<file path="src/rtl/lau_pkg.sv">
// Shared definitions for the load alignment path: size encodings,
// FSM state encoding and the access-size helper.
package lau_pkg;

    // Load size encodings, identical to the existing truncate-and-extend encoding
    localparam logic [1:0] SZ_W = 2'b00;
    localparam logic [1:0] SZ_H = 2'b01;
    localparam logic [1:0] SZ_B = 2'b10;
    localparam logic [1:0] SZ_D = 2'b11;

    typedef enum logic [1:0] {
        IDLE = 2'b00,
        RD0  = 2'b01,
        RD1  = 2'b10,
        RSP  = 2'b11
    } lau_state_t;

    // Number of bytes an access touches; a doubleword falls back to a word on 32-bit datapaths
    function automatic logic [3:0] size_to_bytes(input logic [1:0] size, input int data_w);
        case (size)
            SZ_B:    return 4'd1;
            SZ_H:    return 4'd2;
            SZ_D:    return (data_w == 64) ? 4'd8 : 4'd4;
            default: return 4'd4;
        endcase
    endfunction

endpackage

</file>
<file path="src/rtl/lau_extend.sv">
// Combinational truncate-and-extend: keeps the low 8n bits of an already
// shifted window and fills the upper bits with zeros or the sign bit.
module lau_extend
    import lau_pkg::*;
#(
    parameter int DATA_W = 32
) (
    input  logic [DATA_W-1:0] window,
    input  logic [1:0]        size,
    input  logic              sign,
    output logic [DATA_W-1:0] result
);

    logic [6:0]        nbits;
    logic [DATA_W-1:0] keep_mask;
    logic              msb;

    // Build a keep mask from the access width, pick the sign bit, then merge
    always_comb begin
        nbits     = {size_to_bytes(size, DATA_W), 3'b000};
        keep_mask = ~({DATA_W{1'b1}} << nbits);
        case (size)
            SZ_B:    msb = window[7];
            SZ_H:    msb = window[15];
            SZ_D:    msb = window[DATA_W-1];
            default: msb = window[31];
        endcase
        result = (window & keep_mask) | ({DATA_W{sign & msb}} & ~keep_mask);
    end

endmodule

</file>
<file path="src/rtl/load_align_unit.sv">
// Load path between the memory stage and the data-memory port. Accepts one
// load at a time, issues one or two word reads (two when the access crosses
// a memory-word boundary), splices and extends the data, and returns it.
module load_align_unit
    import lau_pkg::*;
#(
    parameter int DATA_W      = 32,
    parameter int ADDR_W      = 32,
    parameter bit MISALIGN_EN = 1'b1
) (
    input  logic              I_LAU_clk,
    input  logic              I_LAU_rst_n,
    input  logic              I_LAU_req_valid,
    output logic              O_LAU_req_ready,
    input  logic [ADDR_W-1:0] I_LAU_addr,
    input  logic [1:0]        I_LAU_size,
    input  logic              I_LAU_sign,
    output logic              O_LAU_mem_rd,
    output logic [ADDR_W-1:0] O_LAU_mem_addr,
    input  logic              I_LAU_mem_ack,
    input  logic [DATA_W-1:0] I_LAU_mem_data,
    output logic              O_LAU_rsp_valid,
    input  logic              I_LAU_rsp_ready,
    output logic [DATA_W-1:0] O_LAU_result,
    output logic              O_LAU_misaligned
);

    localparam int BYTES = DATA_W / 8;
    localparam int OFF_W = $clog2(BYTES);

    lau_state_t state, state_nxt;

    logic [OFF_W-1:0]  off_q, off_nxt;
    logic [1:0]        size_q, size_nxt;
    logic              sign_q, sign_nxt;
    logic [DATA_W-1:0] lo_buf, lo_nxt;

    logic              req_ready_nxt;
    logic              mem_rd_nxt;
    logic [ADDR_W-1:0] mem_addr_nxt;
    logic              rsp_valid_nxt;
    logic [DATA_W-1:0] result_nxt;
    logic              misaligned_nxt;

    logic [3:0]          nbytes_in;
    logic [3:0]          nbytes_q;
    logic                in_aligned;
    logic [ADDR_W-1:0]   in_word_addr;
    logic [4:0]          end_q;
    logic                cross_q;
    logic [2*DATA_W-1:0] pair;
    logic [DATA_W-1:0]   window;
    logic [DATA_W-1:0]   ext_result;

    // Address decode for the incoming request and the latched one
    always_comb begin
        nbytes_in    = size_to_bytes(I_LAU_size, DATA_W);
        nbytes_q     = size_to_bytes(size_q, DATA_W);
        in_aligned   = (I_LAU_addr[2:0] & 3'(nbytes_in - 4'd1)) == 3'b000;
        in_word_addr = {I_LAU_addr[ADDR_W-1:OFF_W], {OFF_W{1'b0}}};
        end_q        = 5'(off_q) + 5'(nbytes_q);
        cross_q      = end_q > 5'(BYTES);
    end

    // Splice the returning word (and the low buffer on a second read) and shift the access to bit 0
    always_comb begin
        if (state == RD1) begin
            pair = {I_LAU_mem_data, lo_buf};
        end else begin
            pair = {{DATA_W{1'b0}}, I_LAU_mem_data};
        end
        window = DATA_W'(pair >> {off_q, 3'b000});
    end

    lau_extend #(
        .DATA_W (DATA_W)
    ) u_extend (
        .window (window),
        .size   (size_q),
        .sign   (sign_q),
        .result (ext_result)
    );

    // Next-state and next-output logic; every output is computed here one edge ahead and registered
    always_comb begin
        state_nxt      = state;
        off_nxt        = off_q;
        size_nxt       = size_q;
        sign_nxt       = sign_q;
        lo_nxt         = lo_buf;
        req_ready_nxt  = O_LAU_req_ready;
        mem_rd_nxt     = O_LAU_mem_rd;
        mem_addr_nxt   = O_LAU_mem_addr;
        rsp_valid_nxt  = O_LAU_rsp_valid;
        result_nxt     = O_LAU_result;
        misaligned_nxt = O_LAU_misaligned;
        case (state)
            IDLE: begin
                req_ready_nxt = 1'b1;
                if (I_LAU_req_valid && O_LAU_req_ready) begin
                    req_ready_nxt = 1'b0;
                    off_nxt       = I_LAU_addr[OFF_W-1:0];
                    size_nxt      = I_LAU_size;
                    sign_nxt      = I_LAU_sign;
                    if (!MISALIGN_EN && !in_aligned) begin
                        state_nxt      = RSP;
                        rsp_valid_nxt  = 1'b1;
                        result_nxt     = '0;
                        misaligned_nxt = 1'b1;
                    end else begin
                        state_nxt    = RD0;
                        mem_rd_nxt   = 1'b1;
                        mem_addr_nxt = in_word_addr;
                    end
                end
            end
            RD0: begin
                if (I_LAU_mem_ack) begin
                    lo_nxt = I_LAU_mem_data;
                    if (cross_q) begin
                        state_nxt    = RD1;
                        mem_addr_nxt = O_LAU_mem_addr + ADDR_W'(BYTES);
                    end else begin
                        state_nxt      = RSP;
                        mem_rd_nxt     = 1'b0;
                        rsp_valid_nxt  = 1'b1;
                        result_nxt     = ext_result;
                        misaligned_nxt = 1'b0;
                    end
                end
            end
            RD1: begin
                if (I_LAU_mem_ack) begin
                    state_nxt      = RSP;
                    mem_rd_nxt     = 1'b0;
                    rsp_valid_nxt  = 1'b1;
                    result_nxt     = ext_result;
                    misaligned_nxt = 1'b0;
                end
            end
            RSP: begin
                if (I_LAU_rsp_ready) begin
                    state_nxt     = IDLE;
                    rsp_valid_nxt = 1'b0;
                    req_ready_nxt = 1'b1;
                end
            end
            default: state_nxt = IDLE;
        endcase
    end

    // State register
    always_ff @(posedge I_LAU_clk or negedge I_LAU_rst_n) begin
        if (!I_LAU_rst_n) begin
            state <= IDLE;
        end else begin
            state <= state_nxt;
        end
    end

    // Request latch, low buffer and registered outputs
    always_ff @(posedge I_LAU_clk or negedge I_LAU_rst_n) begin
        if (!I_LAU_rst_n) begin
            off_q            <= '0;
            size_q           <= SZ_W;
            sign_q           <= 1'b0;
            lo_buf           <= '0;
            O_LAU_req_ready  <= 1'b0;
            O_LAU_mem_rd     <= 1'b0;
            O_LAU_mem_addr   <= '0;
            O_LAU_rsp_valid  <= 1'b0;
            O_LAU_result     <= '0;
            O_LAU_misaligned <= 1'b0;
        end else begin
            off_q            <= off_nxt;
            size_q           <= size_nxt;
            sign_q           <= sign_nxt;
            lo_buf           <= lo_nxt;
            O_LAU_req_ready  <= req_ready_nxt;
            O_LAU_mem_rd     <= mem_rd_nxt;
            O_LAU_mem_addr   <= mem_addr_nxt;
            O_LAU_rsp_valid  <= rsp_valid_nxt;
            O_LAU_result     <= result_nxt;
            O_LAU_misaligned <= misaligned_nxt;
        end
    end

endmodule

</file>
<file path="config.mk">
export PLATFORM = sky130hd
export DESIGN_NAME = load_align_unit
export DESIGN_NICKNAME = d
export VERILOG_FILES = /design/src/rtl/lau_pkg.sv /design/src/rtl/lau_extend.sv /design/src/rtl/load_align_unit.sv
export SDC_FILE = /design/constraint.sdc
export NUM_CORES = 1
export LEC_CHECK = 0
export ABC_AREA = 1
export CORE_ASPECT_RATIO = 1.75
export CORE_UTILIZATION = 39
export DETAILED_ROUTE_END_ITERATION = 10
export DONT_BUFFER_PORTS = 1
export PLACE_DENSITY = 0.56
export SLEW_MARGIN = 20
export SYNTH_ARGS = -nofsm -noshare
export SYNTH_HDL_FRONTEND = slang
export SYNTH_SLANG_ARGS = --single-unit
</file>
<file path="constraint.sdc">
create_clock -name I_LAU_clk -period 2.3 [get_ports I_LAU_clk]
set_input_delay 0.46 -clock I_LAU_clk [delete_from_list [all_inputs] [get_ports I_LAU_clk]]
set_output_delay 0.46 -clock I_LAU_clk [all_outputs]
set_load 0.05 [all_outputs]
</file>
==> metrics <==
Final Max Tran Viols=0; total via count in the routed design=6566; Std-Cell Rows=63; pin slew with the least headroom to its limit=0.530 ns; total buffers and inverters traversed by the critical path=3; number of warnings issued by yosys=0; maximum single-stage delay on the critical path=0.43 ns; proportion of synthesized area in mux cells=1.63%; Clk Latency, worst-skew pair=0.36 ns; flops & latches, synth=104; initial cell density of the core=40.2%; pin count of the biggest net entering global routing=105; Antenna Nets Post-Route=0; number of design-rule violations left by the first detailed-router iteration=305; result of the run=finished, violations left; register area share after synthesis=38.0%; Placed Instance Area=7400 sq um; violations in the final reports=negative hold slack, negative setup slack; wire length of the first global-routing pass=33.7 mm; Critical Path Source Type=register; fraction of final layout cells with drive strength greater than 1=12.7%; Max Fclk=402 MHz; Clock Skews=0.00808 ns; relative slew slack=64.7%; clock tree from TritonCTS=done; DRC Markers=0; total area of sequential cells=2600 sq um; area taken by multi-input logic gates=3580 sq um; horizontal die dimension=102 um; average wire per standard cell=17.2 um; Arr. time, crit path=2.72 ns; most common cell after layout, fill and taps aside=nand2_1; final count of negative-setup-slack endpoints=55; Routability Congestion=0.976; CP Max Fanout=47; Final Hold Viols=104; area growth from synthesis to layout=15.9%; chip height=177 um; category of cells accounting for the largest share of critical-path delay=adder cells; post-synthesis compound-gate area fraction=17.3%; number of violations of the max-capacitance limit=0; floorplan die area=18100 sq um; final worst setup slack=-0.190 ns; Bufs on Longest Clock Path=2; Synth Area in XOR/XNOR=1.02%; worst hold slack=-0.204 ns; clock slew at reported path FFs=0.07 ns; cells traversed along the worst timing path=inv_2 -> ha_4 -> ha_4 -> fa_1 -> or2_1 -> a21oi_2 -> buf_4 -> nor2_4 -> nor2_4 -> nand2_4 -> buf_12 -> nor2_1 -> a21oi_1; first-pass iteration count of the detailed router=5; CTS Buf Count=9; root buf cell=clkbuf_16; total clock sinks=104; post-synthesis share of cell area spent on full adders, half adders and majority gates=2.49%; top-level port count=140; critical path required time=2.53 ns; Layout Nets=1112; worst reg2reg startpoint=size_q[0]; min Tclk post-route=2.49 ns; cell type of the slowest stage on the worst timing path=fa_1; sum of net half-perimeters after detailed placement=15.3 mm; category of the worst setup path capture point=register; mean number of vias per cell=5.22; Post-synth top flop=dfrtp_1; area of the core=17000 sq um; initial antenna violation count=0; cells after synthesis=1001; highest-count cells in the layout ignoring fill and taps=nand2_1, inv_1, o21ai_0; Netlist cell types=40; r2r endpoint=O_LAU_result[24]; main combinational cell family by area after synthesis=simple AND/OR/NAND/NOR gates; final non-filler cell area=7940 sq um; vias in the first global route=6301; Syn Std Cell Area=6840 sq um; fraction of the mapped netlist area in simple logic gates=28.1%; global-route congestion overflow total=0; combined global-route utilization of all metal layers=24.7%; type of the worst setup path=register to register; EDFF count, synth=0; crit share post-route=108%; type of the tightest min-delay check=input port to asynchronous set/reset pin; Filler Cells Inserted=1772; proportion of synthesized flip-flops having asynchronous set or reset=100%; count of cells along the worst register-to-register path=13; count of buffers inserted at the top-level ports=0; setup repair after global routing missed its margin=true; CTS HTree Levels=3; number of antenna repair diodes=0; wirelength, routed=21.6 mm; Post-Synthesis Mean Instance Area=6.84 sq um; worst-case register-to-register setup slack=-0.19 ns
-- how the worst max path moves through the flow --
stage,startpoint,end,slack [ns],cells past startpoint
6_report,size_q[0],O_LAU_result[24],-0.19,13
5_1_grt,size_q[0],O_LAU_result[29],-0.35,13
4_1_cts,size_q[0],O_LAU_result[24],-0.22,13
3_5_place_dp,size_q[0],O_LAU_result[26],-0.21,13
3_3_place_gp,size_q[0],O_LAU_result[31],-0.14,13
2_1_floorplan,size_q[0],O_LAU_result[10],0.01,13
-- synthesized netlist by cell type (2+ instances only) --
cell type	number	area, sq um
buf_6	6	67.6
nand3b_1	2	15.0
inv_2	3	11.3
nor2_1	108	405
o22ai_1	11	68.8
buf_4	9	67.6
o21ai_0	122	611
inv_1	119	447
nand4_1	10	62.6
dfrtp_1	104	2600
nor3b_1	3	22.5
nand3_1	74	370
ha_1	12	150
clkbuf_1	23	86.3
nor3_1	5	25.0
a31oi_1	7	43.8
o211ai_1	14	105
buf_2	17	85.1
buf_1	3	11.3
a21oi_1	58	290
xor2_1	7	61.3
a211oi_1	3	22.5
o31ai_1	2	15.0
mux2_2	9	101
or2_2	4	25.0
nand2_1	252	946
-- stage by stage --
stage	setup WS [ns]	hold slack (ns)	std cells	setup TNS (ns)	util (%)
after detailed placement	-0.205	0.168	1234	-5.38	43.5
after floorplan	0.0106	0.164	1003	0	-
after global placement	-0.139	0.168	1234	-3.35	43.5
final	-0.190	-0.204	1259	-5.12	46.6
after global routing	-0.346	-0.226	1259	-14.35	46.6
after CTS	-0.218	-0.223	1258	-6.50	46.1
-- state kept, by name, summed over array words and instances (netlist names) --
signal	cells
O_LAU_mem_addr	30
lo_buf	32
off_q	2
O_LAU_result	32
size_q	2
O_LAU_req_ready	1
O_LAU_mem_rd	1
state	2
sign_q	1
O_LAU_rsp_valid	1
-- logic make-up after synthesis --
group | after synthesis
AO/OA/AOI/OAI | 221
XOR/XNOR | 8
adder cells (fa/ha/maj) | 13
buffers and inverters | 181
flip-flops | 104
multiplexers | 10
other | 1
AND/OR/NAND/NOR | 463
-- per-layer routing --
metal	routed length (um)	share of wire, %	track usage [%]	up-vias
met5	0	0	0	-
met4	1130	5.2	13.9	0
met3	1190	5.5	4.98	51
met2	11500	53	44.3	209
met1	7830	36	26.1	3020
li1	-	-	-	3286
-- final cells by class --
class | instances | area share, %
clock inverter | 5 | 0.394
multi-input combinational | 718 | 45.1
timing repair buffer | 71 | 9.15
inverter | 123 | 5.91
tap | 227 | 3.58
clock buffer | 11 | 3.06
sequential | 104 | 32.8
-- repair_timing --
item                                    CTS  global route
pin swaps                                14             2
endpoints found under the setup margin   52            64
buffers inserted                          5             1
resized for setup                        31            21
cloned                                    3             1
endpoints found under the hold margin   104           104
Power is left out: the tool's default activity adds up to more than one toggle a clock period on the data nets, which glitch-free logic cannot reach.
